**src/rtl/move_sequencer.sv**
```systemverilog
// -----------------------------------------------------------------------------
// move_sequencer
//
// Buffers a list of 4-bit cube move codes and feeds them one at a time to the
// six-face stepper datapath. It sits between the solver/UART move source and
// the stepper datapath. NULL codes (4'hF) are skipped silently, codes 0, 1 and
// 14 are skipped and flagged, and a mechanical settle gap separates moves.
//
// Handshakes (valid/ready semantics, one place):
//   - Enqueue: a write happens on a rising clock edge where
//     move_in_valid && move_in_ready. move_in_ready is "FIFO not full"; a write
//     offered while full is simply not taken (no error). A write offered in a
//     cycle where the FIFO is being flushed is discarded.
//   - Issue: next_move is presented and move_start pulses high for exactly one
//     cycle. next_move is held stable until the sequencer leaves WAIT.
//   - Completion: move_done is the datapath "idle" level. It is ignored for
//     BLANK_CYCLES cycles after move_start, then sampled each cycle in WAIT.
//
// Parameters:
//   DEPTH          FIFO entries, power of two, 2..256
//   BLANK_CYCLES   cycles after move_start during which move_done is ignored (>=1)
//   SETTLE_CYCLES  idle gap after move_done before the next issue (>=1)
//   TIMEOUT_CYCLES max cycles in WAIT before a timeout error (>=1)
//
// Ports:
//   clock, reset     system clock, synchronous active-high reset
//   move_in[3:0]     move code to enqueue
//   move_in_valid    enqueue strobe
//   move_in_ready    FIFO not full
//   go               1-cycle pulse: start executing queued moves (ignored while busy)
//   abort            1-cycle pulse: flush FIFO, return to IDLE after current move
//   next_move[3:0]   move code to the datapath, 4'hF when idle
//   move_start       1-cycle pulse to the datapath
//   move_done        datapath idle (AND of all face done flags)
//   busy             state != IDLE
//   fifo_count       queued entries
//   error[1:0]       sticky: [0] invalid code seen, [1] WAIT timeout
//   moves_done_cnt   (only with MOVE_SEQ_COUNT_EN) moves that left WAIT on
//                    move_done; wraps at 16'hFFFF, cleared only by reset
//   state_dbg[2:0]   current FSM state encoding, for observation
//
// Optional feature macro: MOVE_SEQ_COUNT_EN
// -----------------------------------------------------------------------------
module move_sequencer #(
  parameter int DEPTH          = 32,
  parameter int BLANK_CYCLES   = 4,
  parameter int SETTLE_CYCLES  = 5_000_000,
  parameter int TIMEOUT_CYCLES = 200_000_000
) (
  input  logic                     clock,
  input  logic                     reset,
  input  logic [3:0]               move_in,
  input  logic                     move_in_valid,
  output logic                     move_in_ready,
  input  logic                     go,
  input  logic                     abort,
  output logic [3:0]               next_move,
  output logic                     move_start,
  input  logic                     move_done,
  output logic                     busy,
  output logic [$clog2(DEPTH):0]   fifo_count,
  output logic [1:0]               error,
`ifdef MOVE_SEQ_COUNT_EN
  output logic [15:0]              moves_done_cnt,
`endif
  output logic [2:0]               state_dbg
);

  // ---------------------------------------------------------------------------
  // Sizing
  // ---------------------------------------------------------------------------
  localparam int AW      = $clog2(DEPTH);
  localparam int MAX_BS  = (BLANK_CYCLES > SETTLE_CYCLES) ? BLANK_CYCLES : SETTLE_CYCLES;
  localparam int MAX_LIM = (MAX_BS > TIMEOUT_CYCLES) ? MAX_BS : TIMEOUT_CYCLES;
  localparam int CW      = $clog2(MAX_LIM + 1);

  // A phase of N cycles ends in the cycle where the counter reads N-1.
  localparam logic [CW-1:0] BLANK_LAST   = CW'(BLANK_CYCLES - 1);
  localparam logic [CW-1:0] SETTLE_LAST  = CW'(SETTLE_CYCLES - 1);
  localparam logic [CW-1:0] TIMEOUT_LAST = CW'(TIMEOUT_CYCLES - 1);
  localparam logic [AW:0]   FULL_COUNT   = (AW + 1)'(DEPTH);

  localparam logic [3:0] NULL_CODE = 4'hF;

  typedef enum logic [2:0] {
    S_IDLE   = 3'd0,
    S_FETCH  = 3'd1,
    S_ISSUE  = 3'd2,
    S_BLANK  = 3'd3,
    S_WAIT   = 3'd4,
    S_SETTLE = 3'd5
  } state_t;

  state_t          state, state_n;
  logic [CW-1:0]   cnt;
  logic            abort_pend;

  // FIFO storage and pointers. DEPTH is a power of two, so the pointers wrap
  // modulo DEPTH by plain binary overflow.
  logic [3:0]      mem [DEPTH];
  logic [AW-1:0]   wr_ptr, rd_ptr;
  logic [AW:0]     count;
  logic [3:0]      head;
  logic            fifo_empty;

  // Control strobes from the next-state logic.
  logic            pop;
  logic            flush;
  logic            latch_move;
  logic            set_invalid;
  logic            set_timeout;
  logic            wr_en;
  logic            in_flight;
  logic            abort_seen;

  assign head          = mem[rd_ptr];
  assign fifo_empty    = (count == '0);
  assign move_in_ready = (count != FULL_COUNT);
  assign wr_en         = move_in_valid && move_in_ready && !flush;
  assign fifo_count    = count;

  // States where a move has been (or is being) handed to the motor; an abort
  // there must wait for the move to finish instead of flushing at once.
  assign in_flight  = (state == S_ISSUE) || (state == S_BLANK) ||
                      (state == S_WAIT)  || (state == S_SETTLE);
  assign abort_seen = abort_pend || abort;

  assign move_start = (state == S_ISSUE);
  assign busy       = (state != S_IDLE);
  assign state_dbg  = state;

  // ---------------------------------------------------------------------------
  // Next-state and control
  // ---------------------------------------------------------------------------
  always_comb begin
    state_n     = state;
    pop         = 1'b0;
    flush       = 1'b0;
    latch_move  = 1'b0;
    set_invalid = 1'b0;
    set_timeout = 1'b0;

    case (state)
      S_IDLE: begin
        // Abort takes priority over a coincident go: nothing is started.
        if (abort) begin
          flush = 1'b1;
        end else if (go) begin
          state_n = S_FETCH;
        end
      end

      S_FETCH: begin
        if (abort) begin
          flush   = 1'b1;
          state_n = S_IDLE;
        end else if (fifo_empty) begin
          state_n = S_IDLE;
        end else begin
          pop = 1'b1;
          if (head == NULL_CODE) begin
            state_n = S_FETCH;
          end else if ((head == 4'd0) || (head == 4'd1) || (head == 4'd14)) begin
            set_invalid = 1'b1;
            state_n     = S_FETCH;
          end else begin
            latch_move = 1'b1;
            state_n    = S_ISSUE;
          end
        end
      end

      S_ISSUE: begin
        state_n = S_BLANK;
      end

      S_BLANK: begin
        if (cnt == BLANK_LAST) begin
          state_n = S_WAIT;
        end
      end

      S_WAIT: begin
        if (move_done) begin
          state_n = S_SETTLE;
          // A pending abort flushes the queue as the move completes.
          if (abort_seen) begin
            flush = 1'b1;
          end
        end else if (cnt == TIMEOUT_LAST) begin
          set_timeout = 1'b1;
          flush       = 1'b1;
          state_n     = S_IDLE;
        end
      end

      S_SETTLE: begin
        // The motor is already stopped here, so an abort can flush at once.
        if (abort) begin
          flush = 1'b1;
        end
        if (cnt == SETTLE_LAST) begin
          state_n = abort_seen ? S_IDLE : S_FETCH;
        end
      end

      default: begin
        state_n = S_IDLE;
      end
    endcase
  end

  // ---------------------------------------------------------------------------
  // FSM state, phase counter, abort latch, error flags, next_move
  // ---------------------------------------------------------------------------
  always_ff @(posedge clock) begin
    if (reset) begin
      state      <= S_IDLE;
      cnt        <= '0;
      abort_pend <= 1'b0;
      error      <= 2'b00;
      next_move  <= NULL_CODE;
    end else begin
      state <= state_n;

      // The counter only runs inside a timed phase and restarts on every
      // state change, so it never exceeds the largest phase length.
      if ((state_n != state) ||
          !((state == S_BLANK) || (state == S_WAIT) || (state == S_SETTLE))) begin
        cnt <= '0;
      end else begin
        cnt <= cnt + CW'(1);
      end

      abort_pend <= (abort_pend || (abort && in_flight)) && (state_n != S_IDLE);

      error <= error | {set_timeout, set_invalid};

      if ((state_n == S_IDLE) && (state != S_IDLE)) begin
        next_move <= NULL_CODE;
      end else if (latch_move) begin
        next_move <= head;
      end
    end
  end

  // ---------------------------------------------------------------------------
  // FIFO pointers and occupancy
  // ---------------------------------------------------------------------------
  always_ff @(posedge clock) begin
    if (reset || flush) begin
      wr_ptr <= '0;
      rd_ptr <= '0;
      count  <= '0;
    end else begin
      if (wr_en) begin
        wr_ptr <= wr_ptr + AW'(1);
      end
      if (pop) begin
        rd_ptr <= rd_ptr + AW'(1);
      end
      // Simultaneous write and pop leave the occupancy unchanged.
      case ({wr_en, pop})
        2'b10:   count <= count + (AW + 1)'(1);
        2'b01:   count <= count - (AW + 1)'(1);
        default: count <= count;
      endcase
    end
  end

  // Storage is not reset; entries are only read once written.
  always_ff @(posedge clock) begin
    if (wr_en) begin
      mem[wr_ptr] <= move_in;
    end
  end

`ifdef MOVE_SEQ_COUNT_EN
  // ---------------------------------------------------------------------------
  // Completed-move counter: moves that left WAIT because move_done was seen.
  // Abort does not clear it; 16-bit overflow wraps to zero.
  // ---------------------------------------------------------------------------
  always_ff @(posedge clock) begin
    if (reset) begin
      moves_done_cnt <= 16'd0;
    end else if ((state == S_WAIT) && move_done) begin
      moves_done_cnt <= moves_done_cnt + 16'd1;
    end
  end
`endif

endmodule

```
**config.mk**
```make
export PLATFORM = sky130hd
export DESIGN_NAME = move_sequencer
export DESIGN_NICKNAME = d
export VERILOG_FILES = /design/src/rtl/move_sequencer.sv
export SDC_FILE = /design/constraint.sdc
export NUM_CORES = 1
export LEC_CHECK = 0
export ABC_AREA = 0
export CORE_ASPECT_RATIO = 1.1
export CORE_MARGIN = 4
export CORE_UTILIZATION = 55
export CTS_CLUSTER_SIZE = 10
export DETAILED_ROUTE_END_ITERATION = 16
export PLACE_DENSITY = 0.74
export SYNTH_ARGS = -nofsm -noshare
export SYNTH_HDL_FRONTEND = slang
export SYNTH_SLANG_ARGS = --single-unit
```
**constraint.sdc**
```tcl
create_clock -name clock -period 3.9 [get_ports clock]
set_input_delay 0.975 -clock clock [delete_from_list [all_inputs] [get_ports clock]]
set_output_delay 0.975 -clock clock [all_outputs]
set_load 0.1 [all_outputs]
```
==> summary.md, run 1 <==
| Metric | Value |
|---|---|
| Outcome | `complete, no violations` |
| Number of vias per cell | `5.81` |
| Boundary pin count | `28` |
| Aggregate routed wire length | `15.9 mm` |
| Final cycle utilization of the critical path | `0.956` |
| Overall Power | `3.98 mW` |
| Avg Cell Area, Syn | `13.7 µm²` |
| Deepest clock path buffer count | `2` |
| Crit path buf inv count | `2` |
| Setup_tns | `0 ns` |
| # clock sinks | `187` |
| Relative slew margins | `0.231` |
| Full die area | `between 15000 and 20000 µm²` |
| Average wire per standard cell | `19.2 µm` |
| Most frequent cells after synthesis | `sky130_fd_sc_hd__edfxtp_1, sky130_fd_sc_hd__nor2_1, sky130_fd_sc_hd__dfxtp_1` |
| Clock power frac | `0.428` |
| Clk Tree Root Cell | `sky130_fd_sc_hd__clkbuf_16` |
| Minimum period implied by the final worst setup slack | `3.73 ns` |
| Setup repair after global routing missed its margin | `no` |
| Yosys warns | `0` |
| Net switching power | `just over 0.8 mW` |
| Layer with the highest usage after global routing | `met2` |
| Post-DRT Antenna Nets | `0` |
| Die outline height | `134 µm` |
| Total number of vias | `4809` |
| Power density over the cells | `435 nW/µm²` |
| Maximum cell stage delay along the critical path | `0.54 ns` |
| IR drop worst, VDD | `roughly 0.33 mV` |
| EDFF count, synth | `128` |
| Reg-to-reg slack, setup | `0.28 ns` |
| Core outline area | `14000 µm²` |
| Met3 routing resource usage after global routing | `0.0481` |
| Final Max Tran Viols | `0` |
| Number of synthesized register bits | `between 150 and 200` |
| Startpoint type of the worst setup path | `input port` |
| Post-route core utilization | `0.655` |
| CP Capture Point | `fifo_count[5]` |
| Setup crit end kind | `flip-flop` |
| Overall global routing resource usage | `0.208` |
| Reg2reg end | `fifo_count[5]` |
| Top area cells in the synthesized netlist | `sky130_fd_sc_hd__edfxtp_1, sky130_fd_sc_hd__dfxtp_1, sky130_fd_sc_hd__mux4_2` |
| Worst-Skew Late Latency | `0.43 ns` |
| Critical register-to-register path startpoint | `cnt[14]` |
| Endpoints failing setup | `0` |
| LEAKAGE | `2.99 nW` |
| Combinational cell fraction of total power | `0.036` |
| Number of buffer cells added on primary ports | `27` |
| Most instantiated library cell after synthesis | `sky130_fd_sc_hd__edfxtp_1` |
| Layout cells sized above 1 | `0.180` |
| WS Path Type | `in -> reg` |
| First-pass GRT wire length | `25.8 mm` |
| Worst clock skew | `between 0.006 and 0.007 ns` |
| Post-synthesis cell type count | `between 50 and 60` |
| Switching fraction of total power | `0.204` |
| Net count after synthesis | `601` |
| Met1 usage in global routing | `0.274` |
| Weighted congestion at the end of routability-driven global placement | `0.849` |
| Register area share after synthesis | `0.632` |
| Slowest CP cell | `sky130_fd_sc_hd__or4_4` |
| Area added between synthesis and finish | `15.2%` |
| Net count, final | `650` |
| Final Hold Fails | `0` |
| Residual DRC | `0` |
| Netlist area before placement | `roughly 7900 µm²` |
| GR met2 Demand/Resource | `0.339` |
| Proportion of netlist area held by the largest area contributor | `0.484` |
| Fraction of registers with async set/reset | `0` |
| Via count of the first global-routing pass | `4880` |
| Family of cells with the greatest summed delay on the critical path | `compound AO/OA/AOI/OAI gates` |
| Worst setup path start | `move_done` |
| Pin count of the biggest net entering global routing | `33` |
| Initial DRC Count | `499` |
| Number of antenna repair diodes | `0` |
| Max FO, Critical Path | `2` |
| Series of cell instances along the critical path | `dlymetal6s2s_1 > nand4b_1 > or4_4 > o31a_1 > o311a_1 > inv_2 > ha_4 > ha_1 > a21o_1 > a21oi_2 > o21bai_1 > a21oi_2 > xor2_1 > or3_1 > a21oi_2` |
| Flop pwr share | `0.536` |
| Clock tree from TritonCTS | `built` |
| Initial DRT Pass Iterations | `5` |
| Maximum achievable frequency | `268 MHz` |
| Actual slew at the worst max-slew pin | `between 1 and 1.5 ns` |
| Number of H-tree branching levels | `4` |
| Stages on worst setup path | `15` |
| Fill cell instance count of the final layout | `around 1.1k` |
| Rows | `between 40 and 50` |
| Internal power contribution | `3.17 mW` |
| Leftover overflow at the end of global routing | `0` |
| Gate count after technology mapping | `578` |
| Half-perimeter wire length after detailed placement | `10.9 mm` |
| Number of antenna violations at the first check in global routing | `0` |
| Library cell appearing most often on the critical path | `sky130_fd_sc_hd__a21oi_2` |
| Most used flip-flop cell after synthesis | `sky130_fd_sc_hd__edfxtp_1` |
| Clock buffer count from CTS | `17` |
| Class of the tightest hold or removal check | `reg -> reg` |
| Worst EP required | `around 4.3 ns` |
| Chip Width | `123 µm` |
| Post-synth top area cell | `sky130_fd_sc_hd__edfxtp_1` |
| Initial cell density of the core | `0.569` |
| Max-cap violations | `0` |
| Clock transition at the register clock pins on the worst setup and hold paths after CTS | `approximately 0.07 ns` |
| FF-to-FF path depth | `14` |
| Signal arrival time at the worst endpoint | `4.09 ns` |
-- placed cells by master, fill, tap and decap left out, types with 4 or more instances in the layout --
cell type	synthesis	layout
sky130_fd_sc_hd__or3_1	5	5
sky130_fd_sc_hd__or3b_2	4	4
sky130_fd_sc_hd__xor2_1	24	24
sky130_fd_sc_hd__a21oi_1	18	15
sky130_fd_sc_hd__clkdlybuf4s50_1	0	21
sky130_fd_sc_hd__nor2_1	98	98
sky130_fd_sc_hd__nor3_1	7	7
sky130_fd_sc_hd__xnor2_1	14	14
sky130_fd_sc_hd__ha_1	12	10
sky130_fd_sc_hd__nor2b_1	7	7
sky130_fd_sc_hd__mux2_2	4	4
sky130_fd_sc_hd__clkbuf_16	0	17
sky130_fd_sc_hd__a22oi_1	6	6
sky130_fd_sc_hd__nand2_1	23	23
sky130_fd_sc_hd__inv_1	10	9
sky130_fd_sc_hd__edfxtp_1	128	128
sky130_fd_sc_hd__and4_1	6	6
sky130_fd_sc_hd__buf_4	0	28
sky130_fd_sc_hd__nor4_1	4	4
sky130_fd_sc_hd__nand4_1	8	8
sky130_fd_sc_hd__dfxtp_1	59	54
sky130_fd_sc_hd__nand3b_1	4	4
sky130_fd_sc_hd__a21oi_2	1	4
sky130_fd_sc_hd__dfxtp_2	0	5
sky130_fd_sc_hd__or4_1	5	4
sky130_fd_sc_hd__mux4_2	30	30
sky130_fd_sc_hd__and2_1	4	4
sky130_fd_sc_hd__nand3_1	19	19
sky130_fd_sc_hd__mux2i_1	21	21
-- metal layers --
layer,share of wire,vias up
li1,-,2252
met2,0.50,148
met4,0.016,0
met5,0,-
met1,0.42,2390
met3,0.056,19
-- state kept, by name (all words and copies together) (netlist names), named ones only --
signal      flops
mem           128
cnt            28
fifo_count      6
rd_ptr          5
wr_ptr          5
next_move       4
state_dbg       3
error           2
abort_pend      1
-- cells by family after synthesis --
group / count (synthesis) / synth area share
simple gates: 208 / 0.127
buf+inv: 31 / 0.0192
compound gates: 46 / 0.0405
mux: 55 / 0.117
flops: 187 / 0.632
fa+ha+maj: 13 / 0.0214
xor+xnor: 38 / 0.0419
-- worst min-delay path: stages (launching register included) --
cell and delay [ns]:
sky130_fd_sc_hd__dfxtp_1 0.31, sky130_fd_sc_hd__inv_1 0.05, sky130_fd_sc_hd__a21oi_1 0.05
-- cell type report --
cell class                      instances  area [µm²]  share of cell area
Clock buffer                           22         474              0.0518
Tap cell                              188         235              0.0257
Timing Repair Buffer                   51         453              0.0495
Inverter                               10        37.5             0.00410
Clock inverter                         10         114              0.0124
Multi-Input combinational cell        360        2810               0.307
Sequential cell                       187        5030               0.550
-- power groups by stage --
stage	combinational (mW)	sequential, mW	clock [mW]
floorplan	0.0633	2.20	0
global placement	0.139	2.18	0
detailed placement	0.143	2.18	0
CTS	0.144	2.14	1.72
global route	0.158	2.14	1.81
finish	0.144	2.14	1.70
-- metrics by stage --
stage / hold slack, ns / instances / instance area (µm²) / setup slack [ns]
2_1_floorplan: 0.426 / 578 / 7970 / 0.00622
3_3_place_gp: 0.437 / 794 / 8530 / -0.331
3_5_place_dp: 0.442 / 794 / 8530 / -0.482
4_1_cts: 0.454 / 827 / 9130 / 0.0126
5_1_grt: 0.481 / 828 / 9150 / 0.0335
6_report: 0.456 / 828 / 9150 / 0.171
-- how the worst min path moves through the flow --
stage	slack (ns)	cells after the start	start	endpoint
finish	0.46	2	error[0]	error[0]
global placement	0.44	1	cnt[0]	cnt[0]
CTS	0.45	2	error[0]	error[0]
floorplan	0.43	1	cnt[0]	cnt[0]
detailed placement	0.44	2	error[0]	error[0]
global route	0.48	2	error[0]	error[0]
-- what timing repair did --
action,4_1_cts,5_1_grt
hold buffers,0,0
pin swaps,5,10
gates resized for setup,2,3
setup endpoints to repair,1,2
setup buffers,1,1
No activity file was read; power rests on OpenSTA's default activity.
==> run 2: changes to the inputs <==
CORE_UTILIZATION = 57   (was 55)
CTS_BUF_LIST = sky130_fd_sc_hd__clkbuf_8   (was default)
PLACE_DENSITY = 0.76   (was 0.74)
SETUP_SLACK_MARGIN = 0.05   (was default)
==> summary.md, run 2 (same netlist as run 1, synthesis figures left out) <==
| Metric | Value |
|---|---|
| Outcome | `complete, no violations` |
| Final Hold Fails | `0 (unchanged)` |
| Max FO, Critical Path | `3 (+1)` |
| Overall Power | `3.56 mW (-11%)` |
| Leftover overflow at the end of global routing | `0 (unchanged)` |
| CP Capture Point | `fifo_count[5]` |
| Via count of the first global-routing pass | `4836 (-0.90%)` |
| Worst setup path start | `move_done` |
| Clock buffer count from CTS | `17 (unchanged)` |
| Die outline height | `132 µm (-1.7%)` |
| IR drop worst, VDD | `0.220 mV (-32%)` |
| Setup slack after layout | `0.186 ns (+0.0150 ns)` |
| Startpoint type of the worst setup path | `input port` |
| Clock transition at the register clock pins on the worst setup and hold paths after CTS | `0.09 ns (+0.02 ns)` |
| # clock sinks | `187 (unchanged)` |
| Relative slew margins | `0.247 (+0.0159)` |
| Initial cell density of the core | `0.591 (+0.0225)` |
| Residual DRC | `0 (unchanged)` |
| Flip-flop count of the largest register, all copies and words added | `128 (unchanged)` |
| Post-Place Cells | `788 (-0.76%)` |
| Fill cell instance count of the final layout | `1013 (-4.3%)` |
| Maximum achievable frequency | `269 MHz (+0.40%)` |
| Actual slew at the worst max-slew pin | `1.13 ns (-0.0238 ns)` |
| Reg-to-reg slack, setup | `0.28 ns (about the same)` |
| Register ranked first by flip-flop count | `mem` |
| Number of antenna violations at the first check in global routing | `0 (unchanged)` |
| FF-to-FF path depth | `14 (unchanged)` |
| Post-layout instance count excluding filler cells | `822 (-0.72%)` |
| LEAKAGE | `2.90 nW (-2.9%)` |
| Hold buffers post-CTS | `0 (unchanged)` |
| Post-Layout Inst Area | `8920 µm² (-2.5%)` |
| Pin count of the biggest net entering global routing | `33 (unchanged)` |
| Initial DRC Count | `413 (-17%)` |
| Full die area | `15900 µm² (-3.3%)` |
| Boundary pin count | `28 (unchanged)` |
| Area added between synthesis and finish | `12.3%` |
| DP Worst Slack | `-0.444 ns (+0.0378 ns)` |
| Clock tree from TritonCTS | `built` |
| Worst clock skew | `0.0123 ns (+0.00602 ns)` |
| Aggregate routed wire length | `15.3 mm (-4.0%)` |
| Initial DRT Pass Iterations | `5 (unchanged)` |
| Number of buffer cells added on primary ports | `27 (unchanged)` |
| Max-cap violations | `0 (unchanged)` |
| Worst EP required | `4.30 ns (+0.04 ns)` |
| Chip Width | `121 µm (-1.7%)` |
| Worst-Skew Late Latency | `0.45 ns (+0.02 ns)` |
| Total number of vias | `4784 (-0.52%)` |
| Half-perimeter wire length after detailed placement | `10.4 mm (-4.3%)` |
| Weighted congestion at the end of routability-driven global placement | `0.882 (+3.9%)` |
| Setup crit end kind | `flip-flop` |
| Most common cell after layout, fill and taps aside | `sky130_fd_sc_hd__edfxtp_1` |
| Final Max Tran Viols | `0 (unchanged)` |
| Endpoints failing setup | `0 (unchanged)` |
| Final cycle utilization of the critical path | `0.952 (-0.00385)` |
| Post-DRT Antenna Nets | `0 (unchanged)` |
| WS Path Type | `in -> reg` |
| Class of the tightest hold or removal check | `reg -> reg` |
| Signal arrival time at the worst endpoint | `4.11 ns (+0.02 ns)` |
| Clk Tree Root Cell | `sky130_fd_sc_hd__clkbuf_8` |
| Deepest clock path buffer count | `2 (unchanged)` |
| Number of vias per cell | `5.82 (+0.21%)` |
| Minimum period implied by the final worst setup slack | `3.71 ns (-0.0150 ns)` |
| DP Area | `8490 µm² (-0.38%)` |
| Top library cells by usage in the layout, fill and taps aside | `sky130_fd_sc_hd__edfxtp_1, sky130_fd_sc_hd__nor2_1, sky130_fd_sc_hd__dfxtp_1, sky130_fd_sc_hd__mux4_2, sky130_fd_sc_hd__buf_4` |
| Core outline area | `13400 µm² (-3.8%)` |
| Average wire per standard cell | `18.6 µm (-3.3%)` |
| Overall global routing resource usage | `0.205 (-0.00375)` |
| Layout cells sized above 1 | `0.179 (-0.00100)` |
| Rows | `44 (-2.2%)` |
| Power density over the cells | `399 nW/µm² (-8.3%)` |
| Critical register-to-register path startpoint | `cnt[14]` |
| Post-route core utilization | `0.664 (+0.00884)` |
| Number of antenna repair diodes | `0 (unchanged)` |
| Number of H-tree branching levels | `4 (unchanged)` |
| First-pass GRT wire length | `25.2 mm (-2.2%)` |
| Reg2reg end | `fifo_count[5]` |
| Setup repair after global routing missed its margin | `no` |
| Net count, final | `648 (-0.31%)` |
run 2: what timing repair did:
item,in CTS,in global routing
setup buffers,0,2
endpoints found under the setup margin,0,1
gates resized for setup,0,2
run 2: worst min-delay path by stage:
stage               startpoint       end  cells past startpoint
global route            cnt[0]    cnt[0]                      1
CTS                   error[0]  error[0]                      2
global placement        cnt[0]    cnt[0]                      1
finish                error[0]  error[0]                      2
detailed placement    error[0]  error[0]                      2
floorplan               cnt[0]    cnt[0]                      1
run 2: area by class of cell:
class / instances / area [µm²] / area share
multi-input combinational: 360 / 2790 / 0.313
tap: 184 / 230 / 0.0258
inverter: 10 / 37.5 / 0.00421
clock buffer: 18 / 248 / 0.0278
sequential: 187 / 5030 / 0.564
timing repair buffer: 49 / 425 / 0.0477
clock inverter: 14 / 160 / 0.0179
run 2: metal layers:
metal,wire (µm),track usage,vias to the layer above
li1,-,-,2244
met1,6550,0.278,2379
met2,7710,0.335,142
met3,787,0.0403,19
met4,225,0.0661,0
met5,0,0,-
run 2: report_power, final:
part	switching, mW	internal (mW)
registers	0.00954	2.12
clock network	0.684	0.601
logic	0.0951	0.0453
run 2: worst max-delay path: stages:
cell and delay [ns]:
sky130_fd_sc_hd__dlymetal6s2s_1 0.14, sky130_fd_sc_hd__nand4b_1 0.18, sky130_fd_sc_hd__or4_4 0.54, sky130_fd_sc_hd__o31a_1 0.30
sky130_fd_sc_hd__o311a_1 0.37, sky130_fd_sc_hd__inv_2 0.08, sky130_fd_sc_hd__ha_4 0.13, sky130_fd_sc_hd__ha_1 0.22
sky130_fd_sc_hd__a21o_1 0.20, sky130_fd_sc_hd__a21oi_2 0.15, sky130_fd_sc_hd__o21bai_1 0.10, sky130_fd_sc_hd__a21oi_2 0.16
sky130_fd_sc_hd__xor2_1 0.10, sky130_fd_sc_hd__or3_1 0.32, sky130_fd_sc_hd__a21oi_1 0.14
run 2: through the flow:
| stage | setup TNS (ns) | hold slack [ns] |
|---|---|---|
| final | 0 | 0.470 |
| after global routing | 0 | 0.508 |
| after CTS | 0 | 0.470 |
| after detailed placement | -0.851 | 0.449 |
| after global placement | -0.497 | 0.437 |
| after floorplan | 0 | 0.426 |
==> run 3: changes to the inputs <==
CELL_PAD_IN_SITES_DETAIL_PLACEMENT = 1   (was default)
CELL_PAD_IN_SITES_GLOBAL_PLACEMENT = 2   (was default)
CORE_UTILIZATION = 41   (was 57)
==> summary.md, run 3 (same netlist as run 1, synthesis figures left out) <==
| Metric | Value |
|---|---|
| Max FO, Critical Path | `4 (+1)` |
| LEAKAGE | `2.94 nW (+1.3%)` |
| Number of buffer cells added on primary ports | `27 (unchanged)` |
| Clock tree from TritonCTS | `built` |
| Setup repair after global routing missed its margin | `no` |
| Overall global routing resource usage | `0.170 (-0.0347)` |
| Slowest CP cell | `sky130_fd_sc_hd__or4_4` |
| Core outline area | `19100 µm² (+42%)` |
| Deepest clock path buffer count | `2 (unchanged)` |
| Outcome | `complete, no violations` |
| Number of antenna repair diodes | `0 (unchanged)` |
| Family of cells with the greatest summed delay on the critical path | `compound AO/OA/AOI/OAI gates` |
| Clock buffer count from CTS | `17 (unchanged)` |
| Worst clock skew | `0.0169 ns (+0.00457 ns)` |
| Flip-flop count of the largest register, all copies and words added | `128 (unchanged)` |
| Rows | `53 (+20%)` |
| Setup crit end kind | `flip-flop` |
| Half-perimeter wire length after detailed placement | `12.3 mm (+19%)` |
| Clock transition at the register clock pins on the worst setup and hold paths after CTS | `0.10 ns (about the same)` |
| Power density over the cells | `391 nW/µm² (-1.9%)` |
| Initial DRC Count | `287 (-31%)` |
| Fill cell instance count of the final layout | `1956 (+93%)` |
| Startpoint of the most critical hold path | `error[0]` |
| Initial cell density of the core | `0.416 (-0.175)` |
| Leftover overflow at the end of global routing | `0 (unchanged)` |
| # clock sinks | `187 (unchanged)` |
| Post-layout instance count excluding filler cells | `895 (+8.9%)` |
| Maximum achievable frequency | `274 MHz (+1.9%)` |
| Worst Hold Depth | `2 (unchanged)` |
| Hold buffers post-CTS | `0 (unchanged)` |
| Series of cell instances along the critical path | `dlymetal6s2s_1 > nand4b_1 > or4_4 > o31a_1 > o311a_1 > inv_2 > ha_4 > ha_1 > a21o_1 > a21oi_2 > o21bai_1 > a21oi_2 > xor2_1 > or3_1 > a21oi_2` |
| Top library cells by usage in the layout, fill and taps aside | `sky130_fd_sc_hd__edfxtp_1, sky130_fd_sc_hd__nor2_1, sky130_fd_sc_hd__dfxtp_1, sky130_fd_sc_hd__buf_4, sky130_fd_sc_hd__mux4_2` |
| Max-cap violations | `0 (unchanged)` |
| Reg2reg end | `fifo_count[5]` |
| IR drop worst, VDD | `0.223 mV (+1.1%)` |
| Minimum period implied by the final worst setup slack | `3.64 ns (-0.0706 ns)` |
| Pin count of the biggest net entering global routing | `33 (unchanged)` |
| Chip Width | `141 µm (+17%)` |
| Final Hold Fails | `0 (unchanged)` |
| Initial DRT Pass Iterations | `5 (unchanged)` |
| Maximum cell stage delay along the critical path | `0.51 ns (-0.03 ns)` |
| Actual slew at the worst max-slew pin | `1.09 ns (-0.0321 ns)` |
| Worst EP required | `4.30 ns (about the same)` |
| Hold Crit Endpoint | `error[0]` |
| Die outline height | `154 µm (+17%)` |
| Setup_tns | `0 ns (unchanged)` |
| Crit path buf inv count | `2 (unchanged)` |
| Relative slew margins | `0.269 (+0.0215)` |
| Via count of the first global-routing pass | `5196 (+7.4%)` |
| Post-DRT Antenna Nets | `0 (unchanged)` |
| Post-Place Cells | `856 (+8.6%)` |
| Worst-Skew Late Latency | `0.46 ns (about the same)` |
| Number of vias per cell | `5.33 (-8.5%)` |
| Signal arrival time at the worst endpoint | `4.04 ns (-0.07 ns)` |
| WS Path Type | `in -> reg` |
| Critical register-to-register path startpoint | `cnt[14]` |
| Clk Tree Root Cell | `sky130_fd_sc_hd__clkbuf_8` |
| Most common cell after layout, fill and taps aside | `sky130_fd_sc_hd__edfxtp_1` |
| Reg-to-reg slack, setup | `0.40 ns (+0.12 ns)` |
| Final cycle utilization of the critical path | `0.934 (-0.0181)` |
| Layout cells sized above 1 | `0.198 (+0.0188)` |
| Number of H-tree branching levels | `4 (unchanged)` |
| Register ranked first by flip-flop count | `mem` |
| Average wire per standard cell | `19.6 µm (+5.3%)` |
| FF-to-FF path depth | `14 (unchanged)` |
| Area added between synthesis and finish | `14.2%` |
| Residual DRC | `0 (unchanged)` |
| Number of antenna violations at the first check in global routing | `0 (unchanged)` |
| Net count, final | `658 (+1.5%)` |
| Final Max Tran Viols | `0 (unchanged)` |
| Full die area | `21700 µm² (+36%)` |
| Weighted congestion at the end of routability-driven global placement | `0.823 (-6.8%)` |
| Aggregate routed wire length | `17.5 mm (+15%)` |
| Total number of vias | `4766 (-0.38%)` |
| Class of the tightest hold or removal check | `reg -> reg` |
| Endpoints failing setup | `0 (unchanged)` |
| First-pass GRT wire length | `28.6 mm (+14%)` |
| Startpoint type of the worst setup path | `input port` |
| Boundary pin count | `28 (unchanged)` |
| Library cell appearing most often on the critical path | `sky130_fd_sc_hd__a21oi_2` |
[run 3: changes by cell type in the layout (fill, tap and decap cells not counted), sizes merged]
cell and change:
clkbuf -1, clkdlybuf4s50 -1, buf +11, clkinv +1, bufinv -1, inv +1
[run 3: worst max path at each step]
stage               slack, ns            end  cells after the start      start
global placement        -0.39  fifo_count[5]                     15  move_done
CTS                      0.06  fifo_count[5]                     15  move_done
global route             0.17  fifo_count[5]                     15  move_done
floorplan                0.07  fifo_count[5]                     15  move_done
finish                   0.26  fifo_count[5]                     15  move_done
detailed placement      -0.52  fifo_count[5]                     15  move_done
[run 3: worst register-to-register path: stages (launching register included)]
cell and delay (ns):
sky130_fd_sc_hd__dfxtp_1 0.50, sky130_fd_sc_hd__nand4_1 0.21, sky130_fd_sc_hd__or4_4 0.47, sky130_fd_sc_hd__o31a_1 0.35, sky130_fd_sc_hd__o311a_1 0.32, sky130_fd_sc_hd__inv_2 0.08
sky130_fd_sc_hd__ha_4 0.15, sky130_fd_sc_hd__ha_1 0.23, sky130_fd_sc_hd__a21o_1 0.19, sky130_fd_sc_hd__a21oi_2 0.14, sky130_fd_sc_hd__o21bai_1 0.09, sky130_fd_sc_hd__a21oi_2 0.18
sky130_fd_sc_hd__xor2_1 0.10, sky130_fd_sc_hd__or3_1 0.32, sky130_fd_sc_hd__a21oi_2 0.12
[run 3: stage by stage]
stage | utilization | power [mW] | setup WS [ns] | area, µm² | hold WS, ns
floorplan | - | 2.26 | 0.0664 | 7980 | 0.426
global placement | 0.451 | 2.33 | -0.387 | 8610 | 0.434
detailed placement | 0.451 | 2.33 | -0.524 | 8610 | 0.446
CTS | 0.473 | 3.60 | 0.0557 | 9040 | 0.470
global route | 0.475 | 3.70 | 0.171 | 9070 | 0.492
finish | 0.475 | 3.55 | 0.256 | 9070 | 0.464
[run 3: timing repair]
item / in CTS / in global routing
setup buffers: 5 / 2
gates resized for setup: 0 / 4
pin swaps: 6 / 7
setup endpoints to repair: 1 / 2
[run 3: layer usage]
metal	GRT usage	part of all wire	vias to the layer above
met3	0.0327	0.040	12
met5	0	0	-
met2	0.290	0.51	94
met1	0.225	0.44	2395
met4	0.0420	0.0083	0
li1	-	-	2265
[run 3: report_power, final]
part	internal, mW	total, mW	switching (mW)
Sequential	2.12	2.13	0.00925
Combinational	0.0500	0.151	0.101
Clock	0.530	1.27	0.736
Total	2.70	3.55	0.846
[run 3: final cells by class]
cell class	instances	area, µm²	share of cell area
Clock buffer	17	234	0.0258
Timing Repair Buffer	59	498	0.0549
Inverter	10	37.5	0.00414
Clock inverter	15	158	0.0174
Sequential cell	187	5030	0.554
Tap cell	247	309	0.0341
Multi-Input combinational cell	360	2810	0.309
